## config.mk

```make
export PLATFORM = sky130hd
export DESIGN_NAME = johnson_phase_decoder_flat
export DESIGN_NICKNAME = d
export VERILOG_FILES = /design/src/rtl/johnson_phase_decoder_if.sv /design/src/rtl/johnson_phase_decoder.sv /design/src/flat_wrapper.sv
export SDC_FILE = /design/constraint.sdc
export NUM_CORES = 1
export LEC_CHECK = 0
export BUFFER_PORTS_ARGS = -buffer_cell sky130_fd_sc_hd__buf_2
export CAP_MARGIN = 20
export CORE_ASPECT_RATIO = 1.25
export CORE_MARGIN = 3
export CORE_UTILIZATION = 45
export CTS_CLUSTER_DIAMETER = 200
export DETAILED_ROUTE_END_ITERATION = 8
export PLACE_DENSITY = 0.7
export SYNTH_ARGS = -nofsm -noshare
export SYNTH_HDL_FRONTEND = slang
export SYNTH_SLANG_ARGS = --single-unit
```

## constraint.sdc

```tcl
create_clock -name clk -period 2.6 [get_ports clk]
set_clock_uncertainty 0.2 [all_clocks]
set_input_delay 0.26 -clock clk [delete_from_list [all_inputs] [get_ports clk]]
set_output_delay 0.26 -clock clk [all_outputs]
set_load 0.005 [all_outputs]
```

## src/rtl/johnson_phase_decoder_if.sv

```systemverilog
// Sample/result bundle between a Johnson-code source and its phase decoder.
// Source drives code/en/clr_err; the decoder returns registered phase and status.
interface johnson_phase_decoder_if #(
    parameter int N     = 4,
    parameter int REV_W = 16
);
    localparam int W = $clog2(2 * N);

    logic             en;
    logic [N-1:0]     code;
    logic             clr_err;
    logic [2*N-1:0]   phase_onehot;
    logic [W-1:0]     phase_idx;
    logic             locked;
    logic             err_illegal;
    logic             err_step;
    logic             rev_pulse;
    logic [REV_W-1:0] rev_count;

    modport master (
        output en, code, clr_err,
        input  phase_onehot, phase_idx, locked, err_illegal, err_step, rev_pulse, rev_count
    );

    modport slave (
        input  en, code, clr_err,
        output phase_onehot, phase_idx, locked, err_illegal, err_step, rev_pulse, rev_count
    );
endinterface

```

## src/rtl/johnson_phase_decoder.sv

```systemverilog
// Decodes a Johnson counter into a phase index, counts revolutions, flags bad codes.
// One-cycle latency, all outputs registered; no backpressure, en=0 freezes everything.
module johnson_phase_decoder #(
    parameter int N     = 4,
    parameter int REV_W = 16
) (
    input  logic                    clk,
    input  logic                    rst,
    johnson_phase_decoder_if.slave  bus
);
    localparam int S = 2 * N;
    localparam int W = $clog2(S);
    localparam logic [W-1:0] LAST_IDX = W'(S - 1);

    typedef enum logic [1:0] {
        SYNC   = 2'd0,
        LOCKED = 2'd1,
        ERROR  = 2'd2
    } state_t;

    state_t           state, state_n;
    logic [W-1:0]     idx_r, idx_n;
    logic             ei_r, ei_n;
    logic             es_r, es_n;
    logic             rp_r, rp_n;
    logic [REV_W-1:0] cnt_r, cnt_n;
    logic             locked_r, locked_n;
    logic [S-1:0]     onehot_r, onehot_n;

    logic             code_legal;
    logic [W-1:0]     code_idx;
    logic [W-1:0]     succ_idx;

    // Index k<=N: k ones in the LSBs; k>N: all ones with k-N LSBs cleared.
    function automatic logic [N-1:0] johnson_pattern(input int k);
        logic [N-1:0] ones;
        ones = '1;
        if (k <= N)
            return ~(ones << k);
        else
            return ones << (k - N);
    endfunction

    always_comb begin
        code_legal = 1'b0;
        code_idx   = '0;
        for (int k = 0; k < S; k++) begin
            if (bus.code == johnson_pattern(k)) begin
                code_legal = 1'b1;
                code_idx   = W'(k);
            end
        end
    end

    assign succ_idx = (idx_r == LAST_IDX) ? '0 : idx_r + 1'b1;

    always_comb begin
        state_n = state;
        idx_n   = idx_r;
        ei_n    = ei_r;
        es_n    = es_r;
        rp_n    = 1'b0;
        cnt_n   = cnt_r;
        if (bus.en) begin
            // Clear first so an error detected in the same cycle still sets its flag.
            if (bus.clr_err) begin
                ei_n = 1'b0;
                es_n = 1'b0;
            end
            unique case (state)
                SYNC: begin
                    if (code_legal) begin
                        state_n = LOCKED;
                        idx_n   = code_idx;
                    end else begin
                        ei_n = 1'b1;
                    end
                end
                LOCKED: begin
                    if (!code_legal) begin
                        ei_n    = 1'b1;
                        state_n = ERROR;
                    end else if (code_idx != idx_r) begin
                        idx_n = code_idx;
                        if (code_idx == succ_idx) begin
                            if (idx_r == LAST_IDX) begin
                                rp_n  = 1'b1;
                                cnt_n = cnt_r + 1'b1;
                            end
                        end else begin
                            es_n = 1'b1;
                        end
                    end
                end
                ERROR: begin
                    if (bus.clr_err)
                        state_n = SYNC;
                end
                default: state_n = SYNC;
            endcase
        end
    end

    assign locked_n = (state_n == LOCKED);
    assign onehot_n = locked_n ? ({{(S-1){1'b0}}, 1'b1} << idx_n) : '0;

    always_ff @(posedge clk) begin
        if (!rst) begin
            state    <= SYNC;
            idx_r    <= '0;
            ei_r     <= 1'b0;
            es_r     <= 1'b0;
            rp_r     <= 1'b0;
            cnt_r    <= '0;
            locked_r <= 1'b0;
            onehot_r <= '0;
        end else begin
            state    <= state_n;
            idx_r    <= idx_n;
            ei_r     <= ei_n;
            es_r     <= es_n;
            rp_r     <= rp_n;
            cnt_r    <= cnt_n;
            locked_r <= locked_n;
            onehot_r <= onehot_n;
        end
    end

    assign bus.phase_onehot = onehot_r;
    assign bus.phase_idx    = idx_r;
    assign bus.locked       = locked_r;
    assign bus.err_illegal  = ei_r;
    assign bus.err_step     = es_r;
    assign bus.rev_pulse    = rp_r;
    assign bus.rev_count    = cnt_r;
endmodule

```

## src/flat_wrapper.sv

```systemverilog
// flat-port wrapper written by rule: the top's interface ports become plain ports
module johnson_phase_decoder_flat 
#(
    parameter int N     = 4,
    parameter int REV_W = 16
)
  (clk, rst, bus_en, bus_code, bus_clr_err, bus_phase_onehot, bus_phase_idx, bus_locked, bus_err_illegal, bus_err_step, bus_rev_pulse, bus_rev_count);
  johnson_phase_decoder_if #(.N(N), .REV_W(REV_W)) bus_i ();
  input  logic clk;
  input  logic rst;
  input wire logic [$bits(bus_i.en)-1:0] bus_en;
  input wire logic [$bits(bus_i.code)-1:0] bus_code;
  input wire logic [$bits(bus_i.clr_err)-1:0] bus_clr_err;
  output wire logic [$bits(bus_i.phase_onehot)-1:0] bus_phase_onehot;
  output wire logic [$bits(bus_i.phase_idx)-1:0] bus_phase_idx;
  output wire logic [$bits(bus_i.locked)-1:0] bus_locked;
  output wire logic [$bits(bus_i.err_illegal)-1:0] bus_err_illegal;
  output wire logic [$bits(bus_i.err_step)-1:0] bus_err_step;
  output wire logic [$bits(bus_i.rev_pulse)-1:0] bus_rev_pulse;
  output wire logic [$bits(bus_i.rev_count)-1:0] bus_rev_count;
  assign bus_i.en = bus_en;
  assign bus_i.code = bus_code;
  assign bus_i.clr_err = bus_clr_err;
  assign bus_phase_onehot = bus_i.phase_onehot;
  assign bus_phase_idx = bus_i.phase_idx;
  assign bus_locked = bus_i.locked;
  assign bus_err_illegal = bus_i.err_illegal;
  assign bus_err_step = bus_i.err_step;
  assign bus_rev_pulse = bus_i.rev_pulse;
  assign bus_rev_count = bus_i.rev_count;
  johnson_phase_decoder #(.N(N), .REV_W(REV_W)) u_core (.clk(clk), .rst(rst), .bus(bus_i));
endmodule
```

### Yosys cells after proc, flatten, opt, wreduce, memory -nomap -nowiden

Index checks and enable logic that the tools add are counted.

| cells by class | value |
|---|---|
| $add $sub $neg | 2 |
| multiplexer cells | 35 |
| shifts and indexed selects | 1 |
| equal/unequal tests | 13 |
| reductions and logical operators | 6 |

Operators with widths:

| cell | count |
|---|---|
| two-way mux 3 bit | 9 |
| two-way mux 1 bit | 18 |
| adder 16 x 1 -> 16 bit (second input constant) | 1 |
| equality test 4 bit (second input constant) | 4 |
| two-way mux 2 bit | 6 |
| AND reduction 6 bit | 2 |
| << shifter 1 x 3 -> 8 bit (first input constant) | 1 |
| one-hot mux 2 bit (3 select lines) | 1 |
| one-hot mux 3 bit (2 select lines) | 1 |
| equality test 2 x 1 -> 1 bit (second input constant) | 2 |
| equality test 4 x 1 -> 1 bit (second input constant) | 1 |
| equality test 4 x 2 -> 1 bit (second input constant) | 1 |
| equality test 4 x 3 -> 1 bit (second input constant) | 1 |
| logical NOT 4 bit | 1 |
| adder 3 x 1 -> 3 bit (second input constant) | 1 |
| equality test 3 bit | 1 |
| equality test 3 bit (second input constant) | 1 |
| != test 3 bit | 1 |
| equality test 2 bit (second input constant) | 1 |
| logical NOT 2 bit | 1 |
| AND reduction 2 bit | 1 |
| OR reduction 2 bit | 1 |

| storage, ports and cells | value |
|---|---|
| flip-flop bits (word level) | 33 |
| bits of input ports | 8 |
| word-level logic and storage cells | 65 |
| output and inout bits | 31 |

### Longest topological paths before layout

| depth | value |
|---|---|
| depth after elaboration | 14 |
| depth in mapped cells | 8 |
| gate-level depth less buffers | 7 |

### Least setup slack after synthesis

OpenSTA, ideal clock, no wires.

| path | value |
|---|---|
| path type | register to register |
| start point | reg u_core.idx_r[1] (netlist: u_core.bus.phase_idx[1]) |
| end point | reg u_core.cnt_r[6] (netlist: u_core.bus.rev_count[6]) |
| stages on the path, launching flop included | 9 |
| setup slack | -0.032 ns |
| arrival | 2.360 ns |
| data required time | 2.328 ns |
| library setup time | 0.072 ns |
| period minus slack after synthesis | 2.632 ns |
| path buffers | 1 |
| cells stage by stage | dfxtp_1 > ha_1 > ha_1 > or4b_1 > o211ai_2 > o311ai_4 > buf_6 > a2111oi_4 > mux2i_1 |

| on the way | value |
|---|---|
| word-level cells in the longest chain between the ends | 4 |
| elaborated cells on any way between the ends | 6 |
| those cells by class | add/sub (1); eq/ne (3); mux (1); reduce/logical (1) |

Ends and longest elaborated chain:

| element | RTL line | text |
|---|---|---|
| start, declared | johnson_phase_decoder.sv:22 | `logic [W-1:0] idx_r, idx_n;` |
| start signal, assigned | johnson_phase_decoder.sv:119 | `idx_r <= idx_n;` |
| adder 3 x 1 -> 3 bit or equality test 3 bit (tied branches) | johnson_phase_decoder.sv:55, johnson_phase_decoder.sv:86 |  |
| two-way mux 3 bit | johnson_phase_decoder.sv:55 | `assign succ_idx = (idx_r == LAST_IDX) ? '0 : idx_r + 1'b1;` |
| equality test 3 bit | johnson_phase_decoder.sv:85 | `if (code_idx == succ_idx) begin` |
| AND reduction 6 bit (no source line) (*) | n/a |  |
| end signal, assigned | johnson_phase_decoder.sv:123 | `cnt_r <= cnt_n;` |
| end, declared | johnson_phase_decoder.sv:26 | `logic [REV_W-1:0] cnt_r, cnt_n;` |

Mark *: on every way between the ends. The rest lies on a longest branch, timed or not.
A chain may end at the register's enable or synchronous reset.

### Worst setup path in the final report

| path | value |
|---|---|
| start point | reg u_core.idx_r[0] (netlist: u_core.bus.phase_idx[0]) |
| end point | reg u_core.cnt_r[3] (netlist: u_core.bus.rev_count[3]) |

Same word-level chain as after synthesis.

==> impl_metrics.py <==
metrics = {
    "setup_path": {
        "cp-start-kind": "flip-flop",
        "worstReg2RegEnd": "u_core.bus.rev_count[3]",
        "worst_ep_arrival_time_ns": 2.57,
        "reg2reg_from": "u_core.bus.phase_idx[0]",
        "cp.required_ns": 2.61,
        "r2r_cells": 7,
        "critical_path.startpoint": "u_core.bus.phase_idx[0]",
        "critPathKind": "flip-flop to flip-flop",
        "reg2reg_slack_ns": 0.04,
        "cp_max_fo": 8,
        "endpoint_kind": "flip-flop",
        "crit_end": "u_core.bus.rev_count[3]",
    },
    "clock_network": {
        "cts_root_buffer": "sky130_fd_sc_hd__clkbuf_8",
        "cts_inserted_buffers": 5,
        "clock_latency_ns": 0.28,
        "clock-sinks": 33,
        "clk_transition_reported_paths_ns": 0.07,
        "cts_tree": "yes",
        "clock_tree.buffer_depth": 2,
        "htree_num_levels": 2,
    },
    "sta": {
        "worst_pin_slew_ns": 0.619,
        "clock.fmax_mhz": 391,
        "max_slew_margin": 0.587,
        "hold_ws_ns": 0.0852,
        "final-setup-viol-count": 0,
        "final-hold-violation-count": 0,
        "final_critical_path_required_period_ns": 2.56,
        "drv_slew": 0,
        "final_min_period_over_clock_period": 0.985,
        "rsz0062_at_grt": "true",
    },
    "final_layout": {
        "antenna_cells": 0,
        "fillers": 419,
        "most-common-layout-cells": "38 x sky130_fd_sc_hd__buf_2, 31 x sky130_fd_sc_hd__dfxtp_1, 30 x sky130_fd_sc_hd__nand2_1",
        "final_net_count": 280,
        "drive_gt1_frac": 0.356,
        "area_growth_pct": 24.4,
        "layout_commonest_cell": "sky130_fd_sc_hd__buf_2",
        "multiInputGateArea_um2": 1500,
        "regArea_um2": 663,
        "finalInstanceArea_um2": 2730,
        "final_core_utilization": 0.599,
    },
    "placed_design": {
        "place.detailed.hpwl_mm": 3.40,
        "routabilityCongestion": 0.793,
        "dpl_cell_area_um2": 2490,
        "io_port_bufs": 38,
    },
    "routing": {
        "via_per_inst": 5.51,
        "drt_iter0_drc": 114,
        "num_vias": 1808,
        "wirelength_mm": 4.84,
        "drt_first_pass_iters": 5,
        "detail-route-antenna-nets": 0,
        "wire_per_inst_um": 14.8,
        "route.detailed.drc": 0,
    },
    "yosys": {
        "synth.avg_cell_area_um2": 9.94,
        "synth.ff_latch_count": 33,
        "seq_total_area_yosys": 0.301,
        "mappedNetlistArea_um2": 2200,
        "synth_top_area_share": 0.301,
        "synth_fp_nets": 232,
        "yosys_warnings": 0,
        "synth_top_flop_cell": "sky130_fd_sc_hd__dfxtp_1",
        "netlist-cell-type-count": 57,
        "synth-edff-count": 0,
        "library_cell_occupying_the_most_area_in_the_post_synthesis_netlist": "sky130_fd_sc_hd__dfxtp_1",
        "synthTopCellsByArea": "sky130_fd_sc_hd__dfxtp_1 30%, sky130_fd_sc_hd__a2111oi_4 11%, sky130_fd_sc_hd__mux2i_1 7.7%",
        "syn_inst": 221,
        "synth-async-reset-ratio": 0,
    },
    "power": {
        "leakage_nw": 1.00,
        "vdd_drop_max_uv": 351,
        "p_total_mw": 1.32,
        "pwr_density_cell_nw_per_um2": 485,
    },
    "grt": {
        "global_route.usage.met1": 0.210,
        "grt_first_pass_wirelength_mm": 8.14,
        "grt-busiest-layer": "met2",
        "grt_util_all_layers": 0.181,
        "met2_usage": 0.313,
        "grt_max_degree": 41,
        "globalRouteMet3Util": 0.0458,
        "grt_overflow": 0,
        "antenna_found_initial": 0,
        "first_global_vias": 1767,
    },
    "die": {
        "floorplan.die.height_um": 84.1,
        "ioPinCount": 39,
        "dieWidth_um": 68.5,
        "initial_core_util": 0.481,
        "placeableCoreArea_um2": 4560,
        "die_area_um2": 5760,
        "num_rows": 27,
    },
    "hold_path": {
        "hold_path.class": "input port to flip-flop",
    },
    "flow_run": {
        "cap_violations": 0,
    },
    "run_status": {
        "status": "completed",
    },
}
-- layer usage --
layer	up-vias	share of wire
li1	909	-
met1	854	0.42
met2	38	0.52
met3	7	0.044
met4	0	0.012
met5	-	0
-- power breakdown --
part	total (mW)	switching, mW	internal (mW)
logic	0.224	0.138	0.0859
registers	0.522	0.00644	0.515
clock network	0.579	0.198	0.381
-- state kept, by name (all words and copies together) (netlist names) --
| signal | flops |
|---|---|
| u_core.bus.phase_onehot | 8 |
| u_core.bus.locked | 1 |
| u_core.bus.rev_pulse | 1 |
| u_core.bus.err_step | 1 |
| u_core.bus.phase_idx | 3 |
| u_core.bus.err_illegal | 1 |
| u_core.bus.rev_count | 16 |
| u_core.state | 2 |
-- synth_stat cells (all sizes together), types with 2 or more instances --
cell type / instances
dfxtp: 33
nand2: 30
nand2b: 20
mux2i: 18
a2111oi: 14
buf: 9
nand4: 7
nor2: 7
inv: 6
nor2b: 6
o21ai: 6
and3: 4
clkbuf: 4
nand3: 4
a211oi: 3
a21boi: 3
a21oi: 3
ha: 3
nor3: 3
nor3b: 3
or4b: 3
xor2: 3
and2: 2
and3b: 2
and4: 2
mux2: 2
o211ai: 2
o311ai: 2
or2: 2
-- worst min path at each step --
stage / endpoint / cells after the start / startpoint
6_report: u_core.bus.err_step / 4 / bus_clr_err
5_1_grt: u_core.bus.err_step / 4 / bus_clr_err
4_1_cts: u_core.bus.err_step / 4 / bus_clr_err
3_5_place_dp: u_core.bus.err_step / 2 / u_core.bus.err_step
3_3_place_gp: u_core.bus.err_step / 2 / u_core.bus.err_step
2_1_floorplan: u_core.bus.rev_count[14] / 2 / rst
-- worst max-delay path, cell delays in order, from the launching register on --
cell and delay (ns):
sky130_fd_sc_hd__dfxtp_2 0.34, sky130_fd_sc_hd__ha_4 0.16, sky130_fd_sc_hd__ha_4 0.23, sky130_fd_sc_hd__or4b_4 0.50, sky130_fd_sc_hd__o211ai_4 0.12, sky130_fd_sc_hd__o311ai_4 0.20, sky130_fd_sc_hd__a2111oi_1 0.51, sky130_fd_sc_hd__mux2i_1 0.22
-- layout make-up --
| class | instances | share of cell area |
|---|---|---|
| inverter | 6 | 0.00824 |
| timing repair buffer | 54 | 0.125 |
| tap | 58 | 0.0266 |
| clock buffer | 5 | 0.0252 |
| multi-input combinational | 169 | 0.549 |
| clock inverter | 3 | 0.0238 |
| sequential | 33 | 0.243 |
-- what timing repair did --
item / CTS / global route
gates resized for setup: 10 / 6
buffers inserted: 1 / 0
hold buffers: 0 / 0
hold endpoints to repair: 0 / 0
pin swaps: 4 / 12
gates cloned: 1 / 0
endpoints found under the setup margin: 17 / 15
-- cell families after synthesis --
kind of cell,Yosys count,share of synthesized area
XOR/XNOR,4,0.0160
adder cells (fa/ha/maj),3,0.0171
AO/OA/AOI/OAI,40,0.239
multiplexers,20,0.0997
flip-flops,33,0.301
AND/OR/NAND/NOR,102,0.277
buffers and inverters,19,0.0501
-- stage by stage --
step / TNS, ns / setup WS (ns) / std cells
floorplan: 0 / 0.00974 / 221
global placement: -0.790 / -0.0862 / 318
detailed placement: -1.45 / -0.143 / 318
CTS: -0.0222 / -0.0162 / 328
global route: -0.351 / -0.0836 / 328
finish: 0 / 0.0397 / 328
Note: power is estimated with default switching activity, not from simulation.
